## src/rtl/fetch_unit.sv

```systemverilog
// fetch_unit: single-outstanding instruction fetch with freeze buffering,
// delayed-branch redirect handling and flush.
module fetch_unit #(
  parameter logic [31:0] RESET_PC = 32'h0040_0000
) (
  input  logic        CLK,
  input  logic        RESET,
  input  logic        FLUSH,
  input  logic [31:0] Alt_PC_IN,
  input  logic        Request_Alt_PC_IN,
  input  logic        WANT_FREEZE_IN,
  output logic [31:0] Imem_Addr_OUT,
  output logic        Imem_Req_OUT,
  input  logic        Imem_Ready_IN,
  input  logic        Imem_Valid_IN,
  input  logic [31:0] Imem_Data_IN,
  output logic [31:0] Instr1_OUT,
  output logic [31:0] Instr1_PC_OUT,
  output logic [31:0] Instr1_PC_Plus4_OUT
);
  typedef enum logic [1:0] {S_REQ, S_WAIT, S_HOLD} state_t;
  state_t state_q, state_d;
  logic [31:0] addr_q, addr_d, fetch_pc_q, fetch_pc_d, pend_pc_q, pend_pc_d;
  logic [31:0] buf_q, buf_d, instr_q, instr_d, pc_q, pc_d, pc4_q, pc4_d;
  logic squash_q, squash_d, pend_q, pend_d, out_valid_q, out_valid_d;
  logic accept, resp, kill, redir_b, have, deliver;
  logic [31:0] word;
  assign Imem_Req_OUT = RESET && state_q == S_REQ && !WANT_FREEZE_IN;
  assign Imem_Addr_OUT = addr_q;
  assign Instr1_OUT = instr_q;
  assign Instr1_PC_OUT = pc_q;
  assign Instr1_PC_Plus4_OUT = pc4_q;
  assign accept = Imem_Req_OUT && Imem_Ready_IN;
  assign resp = Imem_Valid_IN && state_q == S_WAIT;
  // kill squashes whatever is in flight or buffered: flush, or a redirect after the delay slot
  assign kill = FLUSH || (Request_Alt_PC_IN && out_valid_q);
  assign redir_b = Request_Alt_PC_IN && !out_valid_q && !FLUSH;
  assign have = (resp && !squash_q) || state_q == S_HOLD;
  assign word = state_q == S_HOLD ? buf_q : Imem_Data_IN;
  assign deliver = have && !kill && !WANT_FREEZE_IN;
  always_comb begin
    state_d = state_q;
    squash_d = squash_q;
    buf_d = buf_q;
    fetch_pc_d = fetch_pc_q;
    if (accept) begin
      state_d = S_WAIT;
      squash_d = kill;
      fetch_pc_d = addr_q;
    end else if (state_q == S_WAIT) begin
      if (resp) begin
        state_d = (have && !kill && WANT_FREEZE_IN) ? S_HOLD : S_REQ;
        squash_d = 1'b0;
        buf_d = Imem_Data_IN;
      end else begin
        squash_d = squash_q || kill;
      end
    end else if (state_q == S_HOLD && (kill || !WANT_FREEZE_IN)) begin
      state_d = S_REQ;
    end
    addr_d = FLUSH ? (Request_Alt_PC_IN ? Alt_PC_IN : fetch_pc_d)
           : (Request_Alt_PC_IN && out_valid_q) ? Alt_PC_IN
           : (deliver && (redir_b || pend_q)) ? (redir_b ? Alt_PC_IN : pend_pc_q)
           : accept ? addr_q + 32'd4 : addr_q;
    pend_d = kill ? 1'b0 : redir_b ? !deliver : deliver ? 1'b0 : pend_q;
    pend_pc_d = redir_b ? Alt_PC_IN : pend_pc_q;
    instr_d = deliver ? word : (WANT_FREEZE_IN && !FLUSH) ? instr_q : 32'd0;
    out_valid_d = deliver ? 1'b1 : (WANT_FREEZE_IN && !FLUSH) ? out_valid_q : 1'b0;
    pc_d = deliver ? fetch_pc_q : pc_q;
    pc4_d = deliver ? fetch_pc_q + 32'd4 : pc4_q;
  end
  always_ff @(posedge CLK or negedge RESET) begin
    if (!RESET) begin
      state_q <= S_REQ;
      addr_q <= RESET_PC;
      fetch_pc_q <= RESET_PC;
      pend_pc_q <= 32'd0;
      buf_q <= 32'd0;
      instr_q <= 32'd0;
      pc_q <= 32'd0;
      pc4_q <= 32'd0;
      squash_q <= 1'b0;
      pend_q <= 1'b0;
      out_valid_q <= 1'b0;
    end else begin
      state_q <= state_d;
      addr_q <= addr_d;
      fetch_pc_q <= fetch_pc_d;
      pend_pc_q <= pend_pc_d;
      buf_q <= buf_d;
      instr_q <= instr_d;
      pc_q <= pc_d;
      pc4_q <= pc4_d;
      squash_q <= squash_d;
      pend_q <= pend_d;
      out_valid_q <= out_valid_d;
    end
  end
endmodule

```

## config.mk

```make
export PLATFORM = sky130hd
export DESIGN_NAME = fetch_unit
export DESIGN_NICKNAME = d
export VERILOG_FILES = /design/src/rtl/fetch_unit.sv
export SDC_FILE = /design/constraint.sdc
export NUM_CORES = 1
export LEC_CHECK = 0
export BUFFER_PORTS_ARGS = -buffer_cell sky130_fd_sc_hd__buf_2
export CAP_MARGIN = 40
export CORE_ASPECT_RATIO = 1.1
export CORE_MARGIN = 10
export CORE_UTILIZATION = 56
export CTS_CLUSTER_SIZE = 16
export DETAILED_ROUTE_END_ITERATION = 7
export GPL_TIMING_DRIVEN = 0
export PLACE_DENSITY = 0.8
export SYNTH_ARGS = -nofsm -noshare
export SYNTH_HDL_FRONTEND = slang
export SYNTH_SLANG_ARGS = --single-unit
export TNS_END_PERCENT = 1
```

## constraint.sdc

```tcl
create_clock -name CLK -period 2.8 [get_ports CLK]
set_input_delay 0.42 -clock CLK [delete_from_list [all_inputs] [get_ports CLK]]
set_output_delay 0.42 -clock CLK [all_outputs]
set_load 0.03 [all_outputs]
```

## Yosys cells after proc, flatten, opt, wreduce, memory -nomap -nowiden

Cells that the tools add are included.

- Add/sub/neg operators: 2
- Equal/unequal tests: 4
- Mux-type cells: 23
- Bitwise logic cells: 1
- Reductions and logical operators: 32

Operator list:

| cell | count |
|---|---|
| $mux W32 | 10 |
| $add A32 B3 Y32 const B | 2 |
| $logic_and A1 B1 Y1 | 14 |
| $mux W2 | 5 |
| $mux W1 | 8 |
| $logic_not A1 Y1 | 6 |
| $reduce_bool A3 Y1 | 2 |
| $logic_or A1 B1 Y1 | 5 |
| $reduce_bool A4 Y1 | 1 |
| $ne A3 B3 Y1 const B | 1 |
| $reduce_and A3 Y1 | 1 |
| $eq A2 B1 Y1 const B | 1 |
| $eq A2 B2 Y1 const B | 1 |
| $logic_not A2 Y1 | 1 |
| $ne A2 B2 Y1 const B | 1 |
| $reduce_and A2 Y1 | 1 |
| $reduce_bool A2 Y1 | 1 |
| $not A1 Y1 | 1 |

- Bits in registers: 229
- Input port bits: 71

## Logic depth before layout (Yosys ltp)

- Depth in word-level cells: 10
- Gate-level depth with buffers: 9
- Mapped depth without buffers: 7

## Worst setup path before layout

Ideal clock, no wire load.

- Kind: flip-flop to flip-flop
- Start: register state_q[0]
- End: register addr_q[13], in the netlist Imem_Addr_OUT[13]
- Library setup time: 0.131 ns
- Arrival time: 2.182 ns
- Required time: 2.669 ns
- Path slack: 0.488 ns
- Stages on the path, launching flop included: 9
- Cells stage by stage: dfrtp_1 -> nor4b_4 -> nand2_1 -> buf_6 -> buf_6 -> mux2_4 -> mux2_2 -> a22oi_1 -> nand3_1

- Elaborated cells between the ends (all ways): 18
- Those cells by class: 2 x eq/ne; 5 x mux; 11 x reduce/logical

RTL lines:

| item | line | source |
|---|---|---|
| from (decl) | 22 | `state_t state_q, state_d;` |
| from (signal assigned) | 86 | `state_q <= state_d;` |
| $logic_not A2 Y1 | 28 | `assign Imem_Req_OUT = RESET && state_q == S_REQ && !WANT_FREEZE_IN;` |
| $logic_and A1 B1 Y1 (2 in a row) | 28 |  |
| net Imem_Req_OUT | 13 | `output logic Imem_Req_OUT,` |
| $logic_and A1 B1 Y1 | 33 | `assign accept = Imem_Req_OUT && Imem_Ready_IN;` |
| $mux W32 | 46 | `if (accept) begin` |
| net fetch_pc_d[13] | 23 | `logic [31:0] addr_q, addr_d, fetch_pc_q, fetch_pc_d, pend_pc_q, pend_pc_d;` |
| $mux W32 (2 in a row) | 61 | `addr_d = FLUSH ? (Request_Alt_PC_IN ? Alt_PC_IN : fetch_pc_d)` |
| to (signal assigned) | 87 | `addr_q <= addr_d;` |
| to (decl) | 23 |  |

The timed path passes the listed nets, and every way through them passes these cells.
A chain may end at the register's enable or synchronous reset.

## Worst setup path after layout

- Start: register out_valid_q
- End: register addr_q[30], in the netlist Imem_Addr_OUT[30]

- Word-level cells in the longest chain between the ends: 9
- Elaborated cells between the ends (all ways): 15
- Those cells by class: 4 x mux; 11 x reduce/logical

Ends and longest elaborated chain:

| item | line | source |
|---|---|---|
| from (decl) | 25 | `logic squash_q, squash_d, pend_q, pend_d, out_valid_q, out_valid_d;` |
| from (signal assigned) | 96 | `out_valid_q <= out_valid_d;` |
| $logic_and A1 B1 Y1 | 36, 62 |  |
| $logic_or A1 B1 Y1 | 36 | `assign kill = FLUSH \|\| (Request_Alt_PC_IN && out_valid_q);` |
| $logic_not A1 Y1 | 40 | `assign deliver = have && !kill && !WANT_FREEZE_IN;` |
| $logic_and A1 B1 Y1 (2 in a row) | 40 |  |
| $logic_and A1 B1 Y1 | 63 | `: (deliver && (redir_b \|\| pend_q)) ? (redir_b ? Alt_PC_IN : pend_pc_q)` |
| $mux W32 | 63 |  |
| $mux W32 | 62 | `: (Request_Alt_PC_IN && out_valid_q) ? Alt_PC_IN` |
| $mux W32 | 61 |  |

Parallel ways exist; a longest one is shown, timed or not.

==> impl_metrics.py <==
metrics = {
    "run_status": {
        "status": "complete, no violations",
    },
    "critical_path": {
        "worstPathMaxFanout": 10,
        "critical_path.most_common_cell": "clkbuf_1",
        "crit_chain": "clkbuf_1, nor2b_1, o221ai_2, clkbuf_1, o21ai_0, o21a_1, o32a_1",
        "worst_setup_path_end_kind": "register",
        "crit_required_ps": 3200,
        "crit_type": "reg2reg",
        "cpPeakStageDelay_ps": 640,
        "startpoint": "out_valid_q",
        "cp-start-kind": "register",
        "r2r-start": "out_valid_q",
        "critical_path_arrival_ps": 3190,
        "slowest_stage": "clkbuf_1",
    },
    "drt": {
        "drc": 0,
        "num_vias": 9090,
        "routed_via_density": 5.93,
        "dr.first_iter.drc_count": 737,
        "totalWireLength_um": 33100,
        "ant_nets": 0,
        "routedWlPerCell_um": 21.6,
        "drt_pass1_iterations": 5,
    },
    "timing": {
        "min_period_ps": 2790,
        "finalSetupViolations": 0,
        "max_freq_mhz": 358,
        "worst_slew_pin_slew_ps": 794,
        "tns_ps": 0,
        "hold_viol": 0,
        "max_slew_margin_pct": 47.1,
        "setup_slack_ps": 9.03,
        "finalMaxSlewViolations": 0,
        "period_share_pct": 99.7,
        "grt_setup_unrepaired": "yes",
        "clock_skew_ps": 9.46,
    },
    "clock_tree": {
        "cts.sinks": 227,
        "root_buffer": "clkbuf_16",
        "insertion_delay_ps": 510,
        "cts_tree": "done",
        "clk_pin_slew_ps": 60,
        "cts_max_path_buffers": 3,
        "cts_setup_buffers": 0,
        "cts_buffers": 24,
        "ctsHtreeMaxLevel": 1,
    },
    "layout": {
        "multiInputGateArea_um2": 4830,
        "fillerInstances": 1479,
        "layout_common_cells": "dfrtp_1 (225), buf_2 (215), nand2_1 (214)",
        "final_common_cell": "dfrtp_1",
        "syn2layout_area_growth_pct": 22.2,
        "final_nets": 1340,
        "regArea_um2": 5680,
        "drive_gt1_share_pct": 30.0,
    },
    "die": {
        "start_util_pct": 56.7,
        "fp.dieW_um": 153,
        "coreArea_um2": 19100,
        "die_area_um2": 25300,
        "rows": 53,
        "boundaryPins": 200,
        "fp.dieH_um": 166,
    },
    "grt": {
        "antenna_found_initial": 3,
        "grt.overflow.total": 0,
        "grt_pass1_wl_um": 51400,
        "groute.usage.overall_pct": 24.9,
        "grt_pass1_vias": 9211,
        "grt_max_degree": 108,
    },
    "logic_synthesis": {
        "synth_top_family_by_area": "multiplexers",
        "synth_fa_ha_area_share_pct": 0.231,
        "synth_xor_area_share_pct": 3.39,
        "synthDistinctLibCells": 60,
        "synth_ff_type": "dfrtp_1",
        "synth_compound_area_share_pct": 11.4,
        "syn_inst": 1034,
        "synth_edf_count": 0,
        "syn_avg_cell_area_um2": 10.5,
        "ys_seq_area_share_pct": 52.4,
        "synthesis.nets": 1107,
        "synth-simple-area-share_pct": 14.3,
        "synth.area.mux_share_pct": 15.1,
        "ys_ff_latch": 227,
        "synthArstFlopShare_pct": 100,
        "synth_warnings": 0,
        "synth.cell_area_um2": 10800,
    },
    "power_and_ir_drop": {
        "finalPower_mw": 13.9,
        "p_per_area_nw_per_um2": 1050,
        "power.leakage_nw": 6.23,
        "ir_drop_mv": 0.657,
    },
    "flow_run": {
        "max-cap-violations": 0,
    },
    "place": {
        "place_congestion": 0.957,
        "dp_hpwl_um": 23700,
        "io_buffer_count": 198,
        "preCtsSetupSlack_ps": -989,
    },
    "min_path": {
        "worstHoldPathType": "in2async",
    },
}
-- metrics by stage --
stage / util (%) / area, um^2 / std cells / hold WS, ps
6_report: 69.3 / 13200 / 1532 / 13.7
2_1_floorplan: - / 10800 / 1034 / 124
3_3_place_gp: 63.5 / 12100 / 1479 / 446
4_1_cts: 68.5 / 13100 / 1523 / -104
5_1_grt: 69.3 / 13200 / 1532 / 34.6
3_5_place_dp: 63.7 / 12200 / 1480 / 460
-- sequential cells by signal (all words and copies together), names as in the netlist --
name / count
Imem_Addr_OUT: 32
Instr1_OUT: 32
Instr1_PC_OUT: 32
buf_q: 32
fetch_pc_q: 32
pend_pc_q: 32
Instr1_PC_Plus4_OUT: 30
state_q: 2
out_valid_q: 1
pend_q: 1
squash_q: 1
-- worst max-delay path, delay by kind of cell (launching register included) --
family | cells | cell delay [ps]
AOI/OAI and AO/OA | 4 | 1160
buffers and inverters | 2 | 1010
DFF | 1 | 320
and+or+nand+nor | 1 | 180
-- logic make-up (layout without fill, tap and decap cells) --
logic type,after synthesis,after routing
AND/OR/NAND/NOR,343,343
flip-flops,227,227
adder cells (fa/ha/maj),2,2
AO/OA/AOI/OAI,195,195
other,0,2
XOR/XNOR,42,42
buffers and inverters,75,324
multiplexers,150,150
-- final cells by class --
type | count | share of cell area [%]
Inverter | 11 | 0.312
Buffer | 64 | 2.24
Sequential cell | 227 | 42.9
Multi-Input combinational cell | 732 | 36.5
Antenna cell | 2 | 0.0378
Tap cell | 247 | 2.33
Clock inverter | 11 | 1.36
Timing Repair Buffer | 207 | 9.28
Clock buffer | 31 | 5.04
-- per-layer routing --
metal / vias up / global-route usage (%) / wire, um
li1: 4122 / - / -
met3: 69 / 6.29 / 3000
met4: 0 / 9.25 / 901
met5: - / 0 / 0
met1: 4449 / 31.2 / 13200
met2: 450 / 40.7 / 16000
-- Yosys cell counts, drive strengths merged (3+ instances only) --
| library cell | n | area (um^2) |
|---|---|---|
| nor2 | 29 | 109 |
| nand2 | 216 | 811 |
| o31a | 3 | 26.3 |
| and4 | 6 | 52.6 |
| mux2 | 102 | 1150 |
| xor2 | 24 | 210 |
| a221oi | 7 | 67.6 |
| a22oi | 8 | 60.1 |
| and3 | 12 | 75.1 |
| o21a | 3 | 22.5 |
| a31oi | 17 | 106 |
| buf | 25 | 146 |
| nand4 | 15 | 93.8 |
| a21oi | 21 | 105 |
| o22a | 5 | 43.8 |
| xnor2 | 18 | 158 |
| nor3 | 9 | 45.0 |
| o22ai | 11 | 68.8 |
| nand2b | 8 | 50.1 |
| mux2i | 48 | 480 |
| a21o | 3 | 22.5 |
| a2bb2oi | 3 | 26.3 |
| o221ai | 5 | 50.0 |
| a211oi | 3 | 22.5 |
| o21ai | 84 | 420 |
| dfrtp | 225 | 5630 |
| clkbuf | 39 | 150 |
| inv | 11 | 41.3 |
| nand3 | 32 | 160 |
| o32a | 4 | 40.0 |
| o211ai | 9 | 72.6 |
| nor2b | 6 | 37.5 |
-- power by group --
group,switching (mW),total [mW],internal (mW)
registers,1.14,5.61,4.47
logic,3.05,4.89,1.83
clock network,1.29,3.43,2.14
-- repair_timing --
item,4_1_cts,5_1_grt
cloned,1,1
hold endpoints to repair,105,105
gates resized for setup,3,2
endpoints found under the setup margin,32,42
-- final timing paths --
path	end	slack, ps	cells after the start
min in group CLK	buf_q[30]	160	2
setup reg to reg	Imem_Addr_OUT[30]	9	7
hold / removal	buf_q[13]	10	3
hold reg to reg	Instr1_PC_OUT[13]	470	2
setup / recovery	Imem_Addr_OUT[30]	9	7
max in group asynchronous	fetch_pc_q[24]	1900	4
Note: power is estimated with default switching activity, not from simulation.
